[src/rtl/cfi_log_queue.sv]
// CFI log queue: a show-ahead circular buffer between the commit stage and the
// CFI checking backend. It counts pushes that are rejected because the queue is
// full, and keeps a sticky overflow flag.

package cfi_log_pkg;

  typedef enum logic [2:0] {
    CFI_CALL     = 3'd0,
    CFI_RET      = 3'd1,
    CFI_JMP_IND  = 3'd2,
    CFI_CALL_IND = 3'd3,
    CFI_BRANCH   = 3'd4
  } cfi_kind_e;

  // One control-flow event as seen at commit.
  typedef struct packed {
    cfi_kind_e   kind;
    logic [31:0] pc;
    logic [31:0] target;
  } cfi_log_t;

endpackage

module cfi_log_queue #(
  parameter int DEPTH    = 8,
  parameter int AF_SLACK = 2,
  parameter int DROP_W   = 16,
  localparam int LOG_W   = $bits(cfi_log_pkg::cfi_log_t),
  localparam int PTR_W   = $clog2(DEPTH),
  localparam int CNT_W   = $clog2(DEPTH + 1)
) (
  input  logic              clk_i,
  input  logic              rst_i,
  input  logic              flush_i,
  input  logic              push_i,
  input  logic [LOG_W-1:0]  log_i,
  input  logic              pop_i,
  output logic [LOG_W-1:0]  log_o,
  output logic              empty_o,
  output logic              full_o,
  output logic              almost_full_o,
  output logic [CNT_W-1:0]  usage_o,
  output logic [DROP_W-1:0] drop_cnt_o,
  output logic              overflow_o
);

  logic [LOG_W-1:0]  mem_q [DEPTH];
  logic [PTR_W-1:0]  wr_ptr_q, wr_ptr_d;
  logic [PTR_W-1:0]  rd_ptr_q, rd_ptr_d;
  logic [CNT_W-1:0]  count_q, count_d;
  logic [DROP_W-1:0] drop_cnt_q, drop_cnt_d;
  logic              overflow_q, overflow_d;
  logic [CNT_W-1:0]  free_cnt;

  logic pop_eff;
  logic push_acc;
  logic push_rej;
  logic mem_we;

  // Status flags come from the count register alone, so the commit stage sees
  // no combinational path from push_i or pop_i.
  assign empty_o       = (count_q == '0);
  assign full_o        = (count_q == CNT_W'(DEPTH));
  assign free_cnt      = CNT_W'(DEPTH) - count_q;
  assign almost_full_o = (32'(free_cnt) <= 32'(AF_SLACK));
  assign usage_o       = count_q;
  assign drop_cnt_o    = drop_cnt_q;
  assign overflow_o    = overflow_q;

  // Show-ahead head: only moves when rd_ptr advances on an effective pop.
  assign log_o = mem_q[rd_ptr_q];

  // Next-state: pointer and count updates, drop accounting, flush clearing.
  always_comb begin
    // NOTE: every _d defaults to its _q first so no latch is inferred.
    wr_ptr_d   = wr_ptr_q;
    rd_ptr_d   = rd_ptr_q;
    count_d    = count_q;
    drop_cnt_d = drop_cnt_q;
    overflow_d = overflow_q;

    pop_eff  = pop_i & ~empty_o;
    push_acc = push_i & (~full_o | pop_eff);
    push_rej = push_i & full_o & ~pop_eff;
    mem_we   = push_acc & ~flush_i;

    if (flush_i) begin
      // Flush wins over push/pop in the same cycle; drop history is kept.
      wr_ptr_d = '0;
      rd_ptr_d = '0;
      count_d  = '0;
    end else begin
      if (push_acc) wr_ptr_d = wr_ptr_q + PTR_W'(1);
      if (pop_eff)  rd_ptr_d = rd_ptr_q + PTR_W'(1);
      unique case ({push_acc, pop_eff})
        2'b10:   count_d = count_q + CNT_W'(1);
        2'b01:   count_d = count_q - CNT_W'(1);
        default: count_d = count_q;
      endcase
      if (push_rej) begin
        overflow_d = 1'b1;
        if (drop_cnt_q != '1) drop_cnt_d = drop_cnt_q + DROP_W'(1);
      end
    end
  end

  // Control state registers with synchronous reset.
  always_ff @(posedge clk_i) begin
    // NOTE: non-blocking assignments for all state, so every flop samples pre-edge values.
    if (rst_i) begin
      wr_ptr_q   <= '0;
      rd_ptr_q   <= '0;
      count_q    <= '0;
      drop_cnt_q <= '0;
      overflow_q <= 1'b0;
    end else begin
      wr_ptr_q   <= wr_ptr_d;
      rd_ptr_q   <= rd_ptr_d;
      count_q    <= count_d;
      drop_cnt_q <= drop_cnt_d;
      overflow_q <= overflow_d;
    end
  end

  // Entry storage write port.
  always_ff @(posedge clk_i) begin
    // NOTE: storage is deliberately not reset; the count makes stale entries invisible.
    if (mem_we) mem_q[wr_ptr_q] <= log_i;
  end

endmodule
[config.mk]
export PLATFORM = sky130hd
export DESIGN_NAME = cfi_log_queue
export DESIGN_NICKNAME = d
export VERILOG_FILES = /design/src/rtl/cfi_log_queue.sv
export SDC_FILE = /design/constraint.sdc
export NUM_CORES = 1
export LEC_CHECK = 0
export CAP_MARGIN = 10
export CORE_ASPECT_RATIO = 1.5
export CORE_MARGIN = 1.5
export CORE_UTILIZATION = 41
export CTS_CLUSTER_SIZE = 10
export DETAILED_ROUTE_END_ITERATION = 7
export MAX_ROUTING_LAYER = met4
export PLACE_DENSITY_LB_ADDON = 0.12
export SLEW_MARGIN = 15
export SYNTH_ARGS = -nofsm -noshare
export SYNTH_HDL_FRONTEND = slang
export SYNTH_SLANG_ARGS = --single-unit
export TNS_END_PERCENT = 20
[constraint.sdc]
create_clock -name clk_i -period 12.3 [get_ports clk_i]
set_input_delay 1.23 -clock clk_i [delete_from_list [all_inputs] [get_ports clk_i]]
set_output_delay 1.23 -clock clk_i [all_outputs]
set_load 0.02 [all_outputs]
==> results.json, run 1 <==
{
  "drive_above_1_share_pct": 25.9,
  "clk_pin_slew_ns": 0.06,
  "row_count": 103,
  "fin_skew_ns": 0.0231,
  "pwr-share-seq_pct": 53.8,
  "maxSlewHeadroom_pct": 29.6,
  "post-cts-setup-buffers": 0,
  "min_to": "overflow_o",
  "overflow": 0,
  "crit_chain": "buf_12 > mux4_2 > mux2_2 > clkdlybuf4s50_1",
  "cts_hold_buf": 0,
  "timing.final.setup_violations": 0,
  "final_common_cell": "edfxtp_1",
  "p_sw_uw": 783,
  "power.density_nw_per_um2": 153,
  "min_from": "overflow_o",
  "switching_share_pct": 19.7,
  "netlist_area_um2": 21700,
  "cp_slowest_cell": "dfxtp_4",
  "drt.antenna.violating_nets": 0,
  "root_buffer": "clkbuf_16",
  "cts_resized": 0,
  "wl_per_cell_um": 24.2,
  "die_y_um": 285,
  "syn_nets": 1053,
  "fill_cells": 4253,
  "layout.nets": 1257,
  "dpl.hpwl_mm": 23.8,
  "io_pins": 163,
  "yosysTopAreaCell": "edfxtp_1",
  "arrival_ns": 3.59,
  "clkSinkCount": 566,
  "die_w_um": 191,
  "drc_errors": 0,
  "grt_pass1_wl_mm": 69.0,
  "seq_area_um2": 16700,
  "r2r_start": "usage_o[1]",
  "yosysWarnings": 0,
  "clockPowerShare_pct": 42.0,
  "timing.rr.end": "mem_q[4][46]",
  "ys_ff_latch": 566,
  "synth_area_leaders": "edfxtp_1 74%, mux4_2 14%, mux2_2 3.6%",
  "cts_buffer_depth": 3,
  "first_pass_iters": 4,
  "multi_input_area_um2": 4820,
  "setup_tns_ns": 0,
  "worst_slew_pin_slew_ns": 1.06,
  "synth_seq_area_share_pct": 77.1,
  "track_usage_pct": 17.8,
  "path_class": "reg2out",
  "grt_pass1_vias": 11171,
  "combPwrFrac_pct": 4.2,
  "antenna_found_initial": 1,
  "htree_levels": 3,
  "holdWs_ns": 0.485,
  "vias": 10192,
  "p_leak_uw": 0.00788,
  "gp_congestion": 0.757,
  "first_iter_violations": 634,
  "cts_buffers": 66,
  "die_area_um2": 54300,
  "synth_area_per_cell_um2": 22.3,
  "area_delta_synth_final_pct": 19.8,
  "worstHoldPathCells": 2,
  "r2r_slack_ns": 8.93,
  "cp-end-kind": "output pin",
  "p_int_uw": 3180,
  "via_per_inst": 5.43,
  "synthDistinctLibCells": 38,
  "final_hold_viol_count": 0,
  "io_buffers": 162,
  "path_delay_family": "buffers and inverters",
  "max-vdd-ir-drop_uv": 82.5,
  "required_ns": 11.07,
  "layout_common_cells": "536 x edfxtp_1, 162 x clkdlybuf4s50_1, 134 x mux4_2, 70 x mux2_2, 66 x clkbuf_16",
  "fin_crit_sh_pct": 39.2,
  "cts_tree": "built",
  "fmax_ghz": 0.207,
  "outcome": "completed",
  "routed_wl_mm": 45.5,
  "coreArea_um2": 52500,
  "hold_class": "reg2reg",
  "clock_latency_ns": 0.56,
  "crit_path_max_incr_delay_ns": 0.72,
  "crit_fanout": 107,
  "grt_max_degree": 108,
  "synth_top_cell_area_share_pct": 74.3,
  "reg2regPathDepth": 7,
  "crit_buf_inv": 2,
  "fin_util_pct": 49.5,
  "maxSlewViolCount": 0,
  "rsz0062_at_grt": "false",
  "min_period_ns": 4.82,
  "maxCapViolCount": 0,
  "netlist_instances": 973,
  "critPathLaunchType": "flop",
  "initial_core_util_pct": 41.3
}
[layout make-up]
cell class	instances	share of cell area [%]
tap	682	3.29
timing repair buffer	182	6.88
sequential	566	64.4
antenna	1	0.00964
multi-input combinational	355	18.6
inverter	6	0.0868
clock buffer	83	6.65
clock inverter	3	0.130
[cells in the mapped netlist, drive strengths merged]
library cell,count
or2,1
nor4,4
nand2,8
o21ai,7
xor2,7
nor2,24
mux4,134
edfxtp,536
buf,18
dfxtp,30
a41oi,1
nand4b,2
nand4,4
nor3,6
mux2i,3
nor2b,6
a311oi,1
o31ai,6
a2111oi,1
nand4bb,1
nand3b,1
inv,6
a211oi,1
and2,1
o211ai,2
and3,2
or4,8
clkbuf,28
ha,8
and4bb,1
nand3,12
nand2b,8
a21oi,18
mux2,70
o41ai,1
or3,6
[power groups by stage]
stage | sequential (uW) | clock, uW | combinational (uW)
5_1_grt | 2130 | 1790 | 182
4_1_cts | 2130 | 1720 | 172
2_1_floorplan | 2170 | 0 | 80.8
3_5_place_dp | 2170 | 0 | 171
6_report | 2130 | 1660 | 167
3_3_place_gp | 2170 | 0 | 168
[logic make-up after synthesis]
logic type | synth area share (%)
buffers and inverters | 0.959
multiplexers | 17.7
flip-flops | 77.1
AND/OR/NAND/NOR | 2.48
AO/OA/AOI/OAI | 1.05
XOR/XNOR | 0.283
adder cells (fa/ha/maj) | 0.462
[per-stage QoR]
stage	total power, uW	cell area, um^2	cells	worst slack, ns
CTS	4030	25900	1877	7.29
floorplan	2250	21700	973	5.28
global route	4100	25900	1878	7.14
finish	3960	25900	1878	7.48
detailed placement	2340	24200	1791	7.88
global placement	2340	24200	1791	7.89
[worst max-delay path by stage]
stage,to,cells past startpoint
after floorplan,mem_q[0][0],4
after global placement,log_o[39],4
after detailed placement,mem_q[4][49],6
after CTS,log_o[39],4
after global routing,log_o[25],4
final,log_o[39],4
[registers in the layout, indices dropped and copies added (netlist names), named ones only]
| register | cells |
|---|---|
| drop_cnt_o | 16 |
| mem_q | 536 |
| overflow_o | 1 |
| rd_ptr_q | 3 |
| usage_o | 4 |
| wr_ptr_q | 3 |
[worst reg2reg max path: cells and delay by family (launching register included)]
| family | cells | cell delay [ns] |
|---|---|---|
| adder cells (fa/ha/maj) | 1 | 0.27 |
| AND/OR/NAND/NOR | 4 | 1.19 |
| flip-flops | 1 | 0.47 |
| buffers and inverters | 2 | 1.00 |
[per-layer routing]
| metal | wire [um] | vias up | GRT usage (%) |
|---|---|---|---|
| li1 | - | 4481 | - |
| met1 | 19000 | 5391 | 22.1 |
| met2 | 23200 | 253 | 29.2 |
| met3 | 2470 | 67 | 4.14 |
| met4 | 803 | 0 | 5.22 |
| met5 | 0 | - | - |
Power figures use the tool's default switching activity.
==> run 2: changes to the inputs <==
==> constraint.sdc (replaced) <==
create_clock -name clk_i -period 5 [get_ports clk_i]
set_input_delay 0.5 -clock clk_i [delete_from_list [all_inputs] [get_ports clk_i]]
set_output_delay 0.5 -clock clk_i [all_outputs]
set_load 0.02 [all_outputs]
==> run 2 against run 1 <==
Compared with the run above:
- worst setup slack got worse by 6.2 ns
- design area rose by 0.87%
- global-route usage fell by 0.17 points
- sequential cell count did not move
- non-clock buffer count rose by 6
- highest routed layer unchanged
- combinational power rose by 150%
- largest cell class unchanged
==> results.json, run 2 (synthesis results as in run 1) <==
{
  "clock_latency_ns": 0.58,
  "drc_errors": 0,
  "area_delta_synth_final_pct": 20.8,
  "row_count": 103,
  "fin_util_pct": 49.9,
  "cts_buffers": 66,
  "routed_wl_mm": 45.2,
  "htree_levels": 3,
  "fin_crit_sh_pct": 74.8,
  "outcome": "completed",
  "grt_pass1_wl_mm": 68.6,
  "cts_tree": "built",
  "clk_pin_slew_ns": 0.06,
  "vias": 10238,
  "layout.nets": 1263,
  "crit_fanout": 40,
  "reg2regPathDepth": 7,
  "initial_core_util_pct": 41.3,
  "hold_class": "reg2reg",
  "drt.antenna.violating_nets": 0,
  "path_delay_family": "buffers and inverters",
  "io_pins": 163,
  "die_w_um": 191,
  "final_common_cell": "edfxtp_1",
  "largest_reg_flops": 536,
  "setup_tns_ns": 0,
  "clkSinkCount": 566,
  "min_period_ns": 3.74,
  "timing.final.setup_violations": 0,
  "first_iter_violations": 438,
  "holdWs_ns": 0.495,
  "fill_cells": 4248,
  "timing.rr.end": "mem_q[4][46]",
  "maxSlewViolCount": 0,
  "required_ns": 4.50,
  "die_area_um2": 54300,
  "fmax_ghz": 0.267,
  "crit_path_max_incr_delay_ns": 0.79,
  "root_buffer": "clkbuf_16",
  "overflow": 0,
  "cp-endpoint": "log_o[23]",
  "cts_buffer_depth": 3,
  "dpl.hpwl_mm": 24.6,
  "cp-end-kind": "output pin",
  "via_per_inst": 5.40,
  "r2r_slack_ns": 1.91,
  "max-vdd-ir-drop_uv": 184,
  "rsz0062_at_grt": "false",
  "io_buffers": 162,
  "maxCapViolCount": 0,
  "r2r_start": "usage_o[1]",
  "arrival_ns": 3.24,
  "critPathLaunchType": "flop",
  "maxSlewHeadroom_pct": 35.5,
  "layout_common_cells": "536 x edfxtp_1, 162 x clkdlybuf4s50_1, 134 x mux4_2, 70 x mux2_2, 67 x clkbuf_16",
  "multi_input_area_um2": 4820,
  "cts_hold_buf": 0,
  "path_class": "reg2out",
  "worst_slew_pin_slew_ns": 0.968,
  "crit_cells": 4,
  "die_y_um": 285,
  "fin_skew_ns": 0.0155,
  "crit_buf_inv": 2,
  "dp_cells": 1797,
  "gp_congestion": 0.776,
  "wl_per_cell_um": 23.9,
  "stdcell_count": 1896,
  "grt_pass1_vias": 11170,
  "post-cts-setup-buffers": 0,
  "cts_resized": 0,
  "cp_slowest_cell": "dfxtp_4",
  "drive_above_1_share_pct": 26.4,
  "first_pass_iters": 4,
  "antenna_found_initial": 3,
  "track_usage_pct": 17.7,
  "regMostFlops": "mem_q",
  "coreArea_um2": 52500,
  "final_hold_viol_count": 0,
  "power.density_nw_per_um2": 376,
  "crit_chain": "buf_12 > mux4_2 > mux2_2 > clkdlybuf4s50_1",
  "p_leak_uw": 0.00796,
  "grt_max_degree": 68,
  "seq_area_um2": 16700
}
[run 2: through the flow]
stage                     power [uW]  worst slack, ns  instance area, um^2
after floorplan                 5540            -1.37                21700
after global placement          5760             1.68                24300
after detailed placement        5770             1.61                24300
after CTS                       9990             1.11                26200
after global routing           10200             1.03                26200
final                           9850             1.26                26200
[run 2: tightest hold or removal path, cell delays in order (launching register included)]
cell and delay, ns:
dfxtp_1 0.34, a21oi_1 0.04, nor2_1 0.08
[run 2: how the worst min path moves through the flow]
stage / from / endpoint / slack, ns / cells past startpoint
6_report: overflow_o / overflow_o / 0.50 / 2
5_1_grt: overflow_o / overflow_o / 0.51 / 2
4_1_cts: overflow_o / overflow_o / 0.49 / 2
3_5_place_dp: overflow_o / overflow_o / 0.47 / 2
3_3_place_gp: overflow_o / overflow_o / 0.46 / 2
2_1_floorplan: rd_ptr_q[2] / flop / 0.48 / 2
[run 2: power breakdown]
group	total [uW]	leakage (uW)	internal, uW	switching (uW)
Combinational	416	0.00199	206	210
Sequential	5250	0.00509	5230	16.3
Clock	4190	0.000885	2440	1750
Total	9850	0.00796	7870	1980
[run 2: per-layer routing]
metal | wire length (um) | up-vias | global-route usage [%] | part of all wire [%]
met5 | 0 | - | - | 0
met4 | 901 | 0 | 5.22 | 2.0
met3 | 2160 | 77 | 3.88 | 4.8
met2 | 22600 | 216 | 28.9 | 50
met1 | 19500 | 5457 | 22.1 | 43
li1 | - | 4488 | - | -
[run 2: layout make-up]
type / instances / share of cell area (%)
Sequential cell: 566 / 63.8
Timing Repair Buffer: 188 / 7.37
Inverter: 6 / 0.0861
Clock inverter: 7 / 0.277
Multi-Input combinational cell: 355 / 18.4
Tap cell: 682 / 3.26
Antenna cell: 5 / 0.0478
Clock buffer: 87 / 6.69
==> run 3: changes to the inputs <==
==> constraint.sdc (replaced) <==
create_clock -name clk_i -period 3.04 [get_ports clk_i]
set_input_delay 0.304 -clock clk_i [delete_from_list [all_inputs] [get_ports clk_i]]
set_output_delay 0.304 -clock clk_i [all_outputs]
set_load 0.02 [all_outputs]
==> run 3 against run 2 <==
Compared with the run above:
- routed wire length up 0.75%
- design area rose by 1.3%
- power up 64%
- clock skew up 0.0019 ns
- clock power is 63% higher
- non-clock buffer count is 16 higher
- die area stayed put
- first-iteration DRC count up 39%
- register-to-register slack worse by 1.3 ns
- critical path depth grew 1
- via count fell by 0.45%
- global-route usage is 0.18 points higher
- critical endpoint is now log_o[66]
- largest power group unchanged
==> results.json, run 3 (synthesis results as in run 1) <==
{
  "setup_tns_ns": 0,
  "cts_buffer_depth": 3,
  "fin_skew_ns": 0.0174,
  "drt-met1-wl_mm": 19.0,
  "dpl.hpwl_mm": 25.2,
  "io_pins": 163,
  "wl_per_cell_um": 23.9,
  "vias": 10192,
  "die_y_um": 285,
  "routed_wl_mm": 45.6,
  "drt.antenna.violating_nets": 0,
  "drc_errors": 0,
  "gp_congestion": 0.758,
  "wl_met3_mm": 2.30,
  "overflow": 0,
  "critPathLaunchType": "flop",
  "final_common_cell": "edfxtp_1",
  "max-vdd-ir-drop_uv": 343,
  "clock_latency_ns": 0.57,
  "area_delta_synth_final_pct": 22.4,
  "track_usage_pct": 17.8,
  "row_count": 103,
  "total_power_uw": 16200,
  "p_leak_uw": 0.00830,
  "initial_core_util_pct": 41.3,
  "cts_buffers": 66,
  "antenna_found_initial": 6,
  "root_buffer": "clkbuf_16",
  "maxSlewHeadroom_pct": 62.7,
  "die_area_um2": 54300,
  "first_pass_iters": 4,
  "r2r_slack_ns": 0.56,
  "via_per_inst": 5.34,
  "hold_class": "in2reg",
  "maxSlewViolCount": 0,
  "required_ns": 2.74,
  "fmax_ghz": 0.337,
  "layout_common_cells": "536 x edfxtp_1, 134 x mux4_2, 121 x clkdlybuf4s50_1, 70 x mux2_2, 68 x clkbuf_16",
  "cp-end-kind": "output pin",
  "stdcell_count": 1909,
  "arrival_ns": 2.67,
  "grt_pass1_wl_mm": 69.0,
  "power.density_nw_per_um2": 610,
  "maxCapViolCount": 0,
  "die_w_um": 191,
  "largest_reg_flops": 536,
  "grt_pass1_vias": 11213,
  "path_class": "reg2out",
  "io_buffers": 162,
  "dp_cells": 1805,
  "drive_above_1_share_pct": 28.0,
  "coreArea_um2": 52500,
  "first_iter_violations": 609,
  "grt_max_degree": 66,
  "cts_tree": "built",
  "min_period_ns": 2.97,
  "worst_slew_pin_slew_ns": 0.560,
  "clkSinkCount": 566,
  "final_hold_viol_count": 0,
  "met2_length_mm": 23.6,
  "fin_crit_sh_pct": 97.7,
  "outcome": "completed",
  "htree_levels": 3,
  "clk_pin_slew_ns": 0.05,
  "layout.nets": 1279,
  "crit_fanout": 13,
  "regMostFlops": "mem_q",
  "top_layer": "met4",
  "timing.final.setup_violations": 0
}
==> run 3: cell count changes in the layout (fill, tap and decap cells not counted), sizes merged <==
cell / change
dlymetal6s2s: +21
buf: +15
clkbuf: -3
clkdlybuf4s50: -41
diode: +1
dlygate4sd2: +20
==> run 3: area by class of cell <==
type	instances	area (um^2)
fillers	4229	25900
diodes	6	15.0
inverters	6	27.5
clock buffers	83	1740
repair buffers	204	2240
well taps	682	853
flip-flops and latches	566	16700
multi-input cells	355	4850
clock inverters	7	71.3
==> run 3: timing repair <==
action | in CTS | in global routing
buffers inserted | 0 | 7
resized for setup | 26 | 28
gates cloned | 0 | 1
hold buffers | 0 | 0
setup endpoints to repair | 59 | 47
pin swaps | 0 | 0
==> run 3: worst paths after layout <==
kind,start,endpoint,cells after the start
min,log_i[39],mem_q[3][39],1
min reg2reg,overflow_o,overflow_o,2
max,flop,log_o[66],5
max reg2reg,usage_o[1],usage_o[2],13
==> run 3: per-stage QoR <==
stage	utilization [%]	worst slack, ns	hold WS [ns]	instance area, um^2
global route	50.6	-0.0115	0.459	26500
floorplan	-	-0.316	0.403	21800
global placement	46.8	0.432	0.462	24500
finish	50.6	0.0690	0.467	26500
CTS	50.2	-0.0699	0.435	26300
detailed placement	46.8	0.415	0.464	24500
==> run 3: where the power goes <==
group | internal, uW | switching, uW
Sequential | 8600 | 20.3
Clock | 3990 | 2840
Combinational | 350 | 359
Total | 12900 | 3220
==> run 3: critical path: stages, from the launching register on <==
cell	delay, ns
dfxtp_4	0.39
buf_4	0.15
clkbuf_16	0.20
mux4_2	0.50
mux2_2	0.27
clkdlybuf4s50_1	0.59
==> run 3: metal layers <==
metal | vias up | global-route usage (%)
met5 | - | -
met4 | 0 | 4.76
met3 | 54 | 4.44
met2 | 215 | 29.8
met1 | 5385 | 21.6
li1 | 4538 | -
